<file path="config.mk">
export PLATFORM = sky130hd
export DESIGN_NAME = norm_bram_writer
export DESIGN_NICKNAME = d
export VERILOG_FILES = /design/src/rtl/norm_bram_writer.sv
export SDC_FILE = /design/constraint.sdc
export NUM_CORES = 1
export LEC_CHECK = 0
export CAP_MARGIN = 25
export CELL_PAD_IN_SITES_DETAIL_PLACEMENT = 0
export CELL_PAD_IN_SITES_GLOBAL_PLACEMENT = 1
export CORE_ASPECT_RATIO = 1.75
export CORE_UTILIZATION = 43
export CTS_CLUSTER_DIAMETER = 30
export CTS_CLUSTER_SIZE = 24
export DETAILED_ROUTE_END_ITERATION = 10
export PLACE_DENSITY_LB_ADDON = 0.1
export SYNTH_ARGS = -nofsm -noshare
export SYNTH_HDL_FRONTEND = slang
export SYNTH_SLANG_ARGS = --single-unit
</file>
<file path="constraint.sdc">
create_clock -name clk -period 5.64 [get_ports clk]
set_input_delay 1.128 -clock clk [delete_from_list [all_inputs] [get_ports clk]]
set_output_delay 1.128 -clock clk [all_outputs]
set_load 0.02 [all_outputs]
</file>
<file path="src/rtl/norm_bram_writer.sv">
// Write-side controller for the normalization line buffer.
// Scatters a raster pixel stream into four 2x2-quadrant BRAM banks.
module norm_bram_writer #(
   parameter int PIXEL_WIDTH      = 16,
   parameter int BRAM_ADDR_WIDTH  = 11,
   parameter int IMAGE_SIZE_WIDTH = 9
) (
   input  logic                        clk,
   input  logic                        reset,
   input  logic                        layer_start,
   input  logic [IMAGE_SIZE_WIDTH-1:0] image_width,
   input  logic [IMAGE_SIZE_WIDTH-1:0] image_hight,
   input  logic [PIXEL_WIDTH-1:0]      pixel_data_in,
   input  logic                        pixel_data_valid_in,
   input  logic                        pixel_data_last_in,
   output logic                        pixel_data_ready_out,
   output logic                        bram_wr_en_1,
   output logic                        bram_wr_en_2,
   output logic                        bram_wr_en_3,
   output logic                        bram_wr_en_4,
   output logic [BRAM_ADDR_WIDTH-1:0]  bram_wr_addr,
   output logic [PIXEL_WIDTH-1:0]      bram_wr_data,
   output logic                        bram_start_reading,
   input  logic                        bram_start_ack,
   input  logic                        bram_read_done,
   output logic                        config_error,
   output logic                        frame_error
);

   typedef enum logic [1:0] {
      S_IDLE,
      S_WRITE,
      S_HANDOFF,
      S_DRAIN
   } state_t;

   localparam logic [IMAGE_SIZE_WIDTH-1:0] ONE = IMAGE_SIZE_WIDTH'(1);

   state_t                      state_q, state_d;
   logic [IMAGE_SIZE_WIDTH-1:0] w_q, w_d;
   logic [IMAGE_SIZE_WIDTH-1:0] h_q, h_d;
   logic [IMAGE_SIZE_WIDTH-1:0] r_q, r_d;
   logic [IMAGE_SIZE_WIDTH-1:0] c_q, c_d;
   logic [BRAM_ADDR_WIDTH-1:0]  row_base_q, row_base_d;
   logic [3:0]                  wr_en_q, wr_en_d;
   logic [BRAM_ADDR_WIDTH-1:0]  addr_q, addr_d;
   logic [PIXEL_WIDTH-1:0]      data_q, data_d;
   logic                        cfg_err_q, cfg_err_d;
   logic                        frm_err_q, frm_err_d;

   logic cfg_ok;
   logic last_col;
   logic final_px;

   assign cfg_ok = !image_width[0] && (image_width != '0) &&
                   !image_hight[0] && (image_hight != '0);
   assign last_col = (c_q == w_q - ONE);
   assign final_px = last_col && (r_q == h_q - ONE);

   // Next-state, counter walk and registered write-port decode
   always_comb begin
      state_d    = state_q;
      w_d        = w_q;
      h_d        = h_q;
      r_d        = r_q;
      c_d        = c_q;
      row_base_d = row_base_q;
      wr_en_d    = '0;
      addr_d     = addr_q;
      data_d     = data_q;
      cfg_err_d  = cfg_err_q;
      frm_err_d  = frm_err_q;
      unique case (state_q)
         S_IDLE: begin
            if (layer_start) begin
               if (cfg_ok) begin
                  w_d        = image_width;
                  h_d        = image_hight;
                  r_d        = '0;
                  c_d        = '0;
                  row_base_d = '0;
                  cfg_err_d  = 1'b0;
                  frm_err_d  = 1'b0;
                  state_d    = S_WRITE;
               end else begin
                  cfg_err_d = 1'b1;
               end
            end
         end
         S_WRITE: begin
            if (pixel_data_valid_in) begin
               wr_en_d[{r_q[0], c_q[0]}] = 1'b1;
               addr_d = row_base_q + BRAM_ADDR_WIDTH'(c_q >> 1);
               data_d = pixel_data_in;
               if (last_col) begin
                  c_d = '0;
                  r_d = r_q + ONE;
                  if (r_q[0])
                     row_base_d = row_base_q + BRAM_ADDR_WIDTH'(w_q >> 1);
               end else begin
                  c_d = c_q + ONE;
               end
               if (final_px || pixel_data_last_in)
                  state_d = S_HANDOFF;
               if (final_px != pixel_data_last_in)
                  frm_err_d = 1'b1;
            end
         end
         S_HANDOFF: begin
            if (bram_start_ack)
               state_d = S_DRAIN;
         end
         S_DRAIN: begin
            if (bram_read_done)
               state_d = S_IDLE;
         end
         default: state_d = S_IDLE;
      endcase
   end

   // State and datapath registers with synchronous active-low reset
   always_ff @(posedge clk) begin
      if (!reset) begin
         state_q    <= S_IDLE;
         w_q        <= '0;
         h_q        <= '0;
         r_q        <= '0;
         c_q        <= '0;
         row_base_q <= '0;
         wr_en_q    <= '0;
         addr_q     <= '0;
         data_q     <= '0;
         cfg_err_q  <= 1'b0;
         frm_err_q  <= 1'b0;
      end else begin
         state_q    <= state_d;
         w_q        <= w_d;
         h_q        <= h_d;
         r_q        <= r_d;
         c_q        <= c_d;
         row_base_q <= row_base_d;
         wr_en_q    <= wr_en_d;
         addr_q     <= addr_d;
         data_q     <= data_d;
         cfg_err_q  <= cfg_err_d;
         frm_err_q  <= frm_err_d;
      end
   end

   assign pixel_data_ready_out = (state_q == S_WRITE);
   assign bram_start_reading   = (state_q == S_HANDOFF);
   assign bram_wr_en_1         = wr_en_q[0];
   assign bram_wr_en_2         = wr_en_q[1];
   assign bram_wr_en_3         = wr_en_q[2];
   assign bram_wr_en_4         = wr_en_q[3];
   assign bram_wr_addr         = addr_q;
   assign bram_wr_data         = data_q;
   assign config_error         = cfg_err_q;
   assign frame_error          = frm_err_q;

endmodule

</file>
==> run summary <==
At the end of routability-driven placement, the weighted congestion stood at 0.872. For this design the ratio of total power to cell area is 278 nW/um^2. For the post-synthesis sequential area ratio, the log shows 33.2%.

In the routed design, unresolved DRC markers number 0. The number of antenna violations at the first check in global routing came out at 0. The peak supply drop is 0.176 mV, and the horizontal extent of the die is 83.1 microns.

On the worst path, the slowest cell contributes a delay of 0.71 ns. The mean post-synth cell area works out to 8.25 sq um. Dividing the detail-routed wire length by the instance count gives 17.2 microns. Total design power: 1.69 mW.

For the pin with the worst max-slew slack, the measured transition is 0.924 ns. The clock slew seen by the registers of the worst setup and hold paths is 0.07 ns, and the total die area is 12000 sq um. The tools report the overall track demand over capacity in global routing as 24.5%.

Summed over all cells, the static leakage comes to 2.28 nW. Of the cells placed in the final design, the portion with a size suffix greater than 1 is 6.87%. The part of the power in combinational logic was 25.9%. The run gives 0 as the number of hold violations in the final report.

By area the synthesized netlist is led by sky130_fd_sc_hd__dfxtp_1 (33%), sky130_fd_sc_hd__ha_1 (6.6%), sky130_fd_sc_hd__nand2_1 (5.4%). The number of global-route vias before repair was 4586. On the critical path the largest part of the delay comes from simple AND/OR/NAND/NOR gates. The net count of the finished layout is 734.

The layout overhead on the synthesized area is 22.6%. The routed design has 13800 microns of wire. The internal power of the cells totals 1.16 mW. Fraction of power spent switching nets: 31.3%.

In the post-synthesis netlist, the cell with the most instances is sky130_fd_sc_hd__dfxtp_1. From bottom edge to top edge, the die measures 144 microns. The share of synthesized flip-flops with an asynchronous set or reset works out to 0%. Yosys printed 0 warnings. The starting DRC count in detailed routing is 183. The global-route wire length before repair was 22700 microns; the switching component of the power was 0.529 mW. The layout has 1073 filler cells.

The most numerous cell type found on the critical path is sky130_fd_sc_hd__ha_1. 76 I/O pins were placed. The worst pin sits at a relative slew slack of 37.8%.

The period utilization came out at 62.0%. The critical path's slowest cell is sky130_fd_sc_hd__or4_4. Fmax: 286 MHz. The clock tree root driver cell was sky130_fd_sc_hd__clkbuf_16. The category of the worst setup path capture point is a register. For the number of setup violations in the final report, the log shows 0.

In this run the number of H-tree levels came out at 3. Once detailed placement completed, the half-perimeter wirelength came to 10500 microns. The worst-path maximum fanout was 21; the clock group share of total power was 35.7%.

The count of max-cap constraint violations is 0, and the count of buffering cells on the critical path with inverters included is 1. Among all flip-flop cells after synthesis, the most frequent one is sky130_fd_sc_hd__dfxtp_1. For this configuration, the core starts out at a cell density of 44.3%.

The minimum clock period works out to 3.50 ns. TritonCTS built the clock tree. The tools report the number of antenna diodes as 0.

Synthesis inferred 82 register bits. After clock tree synthesis, the setup repair step added 0 buffers. Summing over every cut layer, the via total after detailed routing is 4603. The count of buffers inserted at the top-level ports works out to 75. The worst min-delay path category was reg2reg. The run finished with clean final reports. The tools report the total iterations of the first detailed-routing run as 4. The logs give 5760 sq um for the post-placement cell area and 65 for the count of cell types in the netlist. For the clock latency on the worst-skew pair, the log shows 0.34 ns. Synthesis produced 600 cells. The cts-stage hold buffer count is 0. The number of nets in the synthesized netlist is 669. STA puts the critical path data arrival time at 3.73 ns.

The core region is 11200 sq um. Global routing finished with a remaining overflow of 0. The category of the worst setup path launch point is a register. The synthesized design contains 0 enable-type register cells. The total clock buffers created by CTS is 9, and the number of rows created at floorplan is 51.

The number of nets still failing antenna checks after routing is 0, and the post-route standard cell area excluding fillers is 6070 sq um. Required time of the critical path: 5.87 ns. Summed over all instances, the cell type with the most area after synthesis is sky130_fd_sc_hd__dfxtp_1. Entering global routing, the biggest net connects 35 pins. Once the clock tree was built, the resizer swapped 0 gates to a different size.

Traced cell by cell, the critical path runs through inv_1 -> ha_1 -> nor3b_1 -> nand3_1 -> xnor2_1 -> or4_4 -> nor2_1 -> nand4_1 -> ha_1 -> nand2b_1 -> a222oi_1 -> nand2_1 -> nor3_1 -> a211oi_1. The run gives 2 as the maximum clock path buffer count. Setup repair after global routing left no endpoint under its margin. The commonest cells after synthesis are sky130_fd_sc_hd__dfxtp_1 (82), sky130_fd_sc_hd__nand2_1 (71), sky130_fd_sc_hd__nor2_1 (48). Summing every instance area after synthesis gives 4950 sq um. CTS saw 82 sinks. For the summed negative setup slack over all endpoints, the log shows 0 ns. The per-cell via count in the routed design is 5.74. The critical path in this run is classified as reg2reg.

Registers are responsible for 38.4% of the overall power. The fraction of synthesized cell area taken by the top area cell type is 33.2%. On the final layout, the worst clock skew is 0.00927 ns. The final max-slew violation count was 0.
-- placed cells by master, fill, tap and decap left out, types with 3 or more instances in the layout --
cell type                          n
sky130_fd_sc_hd__nor3_1           25
sky130_fd_sc_hd__o21a_1            8
sky130_fd_sc_hd__nor2b_1           3
sky130_fd_sc_hd__a21oi_1          39
sky130_fd_sc_hd__or4_1             5
sky130_fd_sc_hd__mux2i_1          19
sky130_fd_sc_hd__nand3_1          34
sky130_fd_sc_hd__nor2_1           48
sky130_fd_sc_hd__or3_1             4
sky130_fd_sc_hd__o211ai_1         14
sky130_fd_sc_hd__and2_1            5
sky130_fd_sc_hd__a211oi_1          5
sky130_fd_sc_hd__clkdlybuf4s50_1  75
sky130_fd_sc_hd__xor2_1            8
sky130_fd_sc_hd__ha_1             26
sky130_fd_sc_hd__nand4_1          16
sky130_fd_sc_hd__nand2_1          71
sky130_fd_sc_hd__inv_1            29
sky130_fd_sc_hd__clkbuf_16         9
sky130_fd_sc_hd__a21o_1            4
sky130_fd_sc_hd__xnor2_1          27
sky130_fd_sc_hd__o2111ai_1         7
sky130_fd_sc_hd__buf_4            11
sky130_fd_sc_hd__o311ai_0          3
sky130_fd_sc_hd__o21ai_0          17
sky130_fd_sc_hd__dfxtp_1          82
sky130_fd_sc_hd__a32oi_1           3
sky130_fd_sc_hd__nor4_1           11
sky130_fd_sc_hd__nor4_2            3
sky130_fd_sc_hd__nand2b_1          8
-- flip-flops by register name (all words and copies together) (netlist names) --
signal and flops:
bram_wr_addr 11, bram_wr_data 16, c_q 9, config_error 1, frame_error 1, h_q 9
r_q 9, row_base_q 11, state_q 2, w_q 9, wr_en_q 4
-- cell families (layout without fill, tap and decap cells) --
group | after synthesis | in the layout | synth area share (%)
compound gates | 124 | 124 | 17.2
simple gates | 248 | 248 | 25.5
mux | 22 | 22 | 4.53
fa+ha+maj | 28 | 28 | 7.38
buf+inv | 61 | 131 | 5.94
xor+xnor | 35 | 35 | 6.20
flops | 82 | 82 | 33.2
-- cell type report --
class	instances	area, sq um	area share, %
Inverter	29	109	1.79
Timing Repair Buffer	86	833	13.7
Sequential cell	82	1640	27.1
Clock buffer	12	256	4.23
Clock inverter	4	50.0	0.825
Multi-Input combinational cell	457	3010	49.6
Tap cell	132	165	2.72
-- per-stage QoR --
step                utilization [%]  setup slack, ns  hold slack (ns)  std cells
finish                         54.3             2.14            0.452        802
global route                   54.3             1.75            0.475        802
CTS                            54.3             2.12            0.456        802
detailed placement             51.6             1.83            0.449        786
global placement               51.6             1.95            0.441        786
floorplan                         -             2.37            0.455        600
-- metal layers --
metal	global-route usage (%)	part of all wire [%]	vias up
li1	-	-	2293
met3	4.19	3.3	28
met5	0	0	-
met1	24.7	37	2182
met4	12.6	4.5	0
met2	47.5	55	100
-- final timing paths --
| path | from | endpoint | slack, ns | cells past startpoint |
|---|---|---|---|---|
| setup / recovery | w_q[0] | state_q[0] | 2.14 | 14 |
| hold / removal | bram_wr_addr[2] | bram_wr_addr[2] | 0.45 | 2 |
| setup reg to reg | w_q[0] | state_q[0] | 2.14 | 14 |
| hold reg to reg | bram_wr_addr[2] | bram_wr_addr[2] | 0.45 | 2 |
-- tightest hold or removal path, delay by kind of cell, from the launching register on --
family | cells | cell delay (ns)
and+or+nand+nor | 1 | 0.05
DFF | 1 | 0.31
AOI/OAI and AO/OA | 1 | 0.05
-- power groups by stage --
stage               Combinational, mW  Sequential, mW  Clock, mW
CTS                             0.441           0.649      0.618
global placement                0.434           0.660          0
detailed placement              0.439           0.662          0
global route                    0.481           0.654      0.642
floorplan                       0.265           0.682          0
finish                          0.438           0.649      0.602
Power figures use the tool's default switching activity.
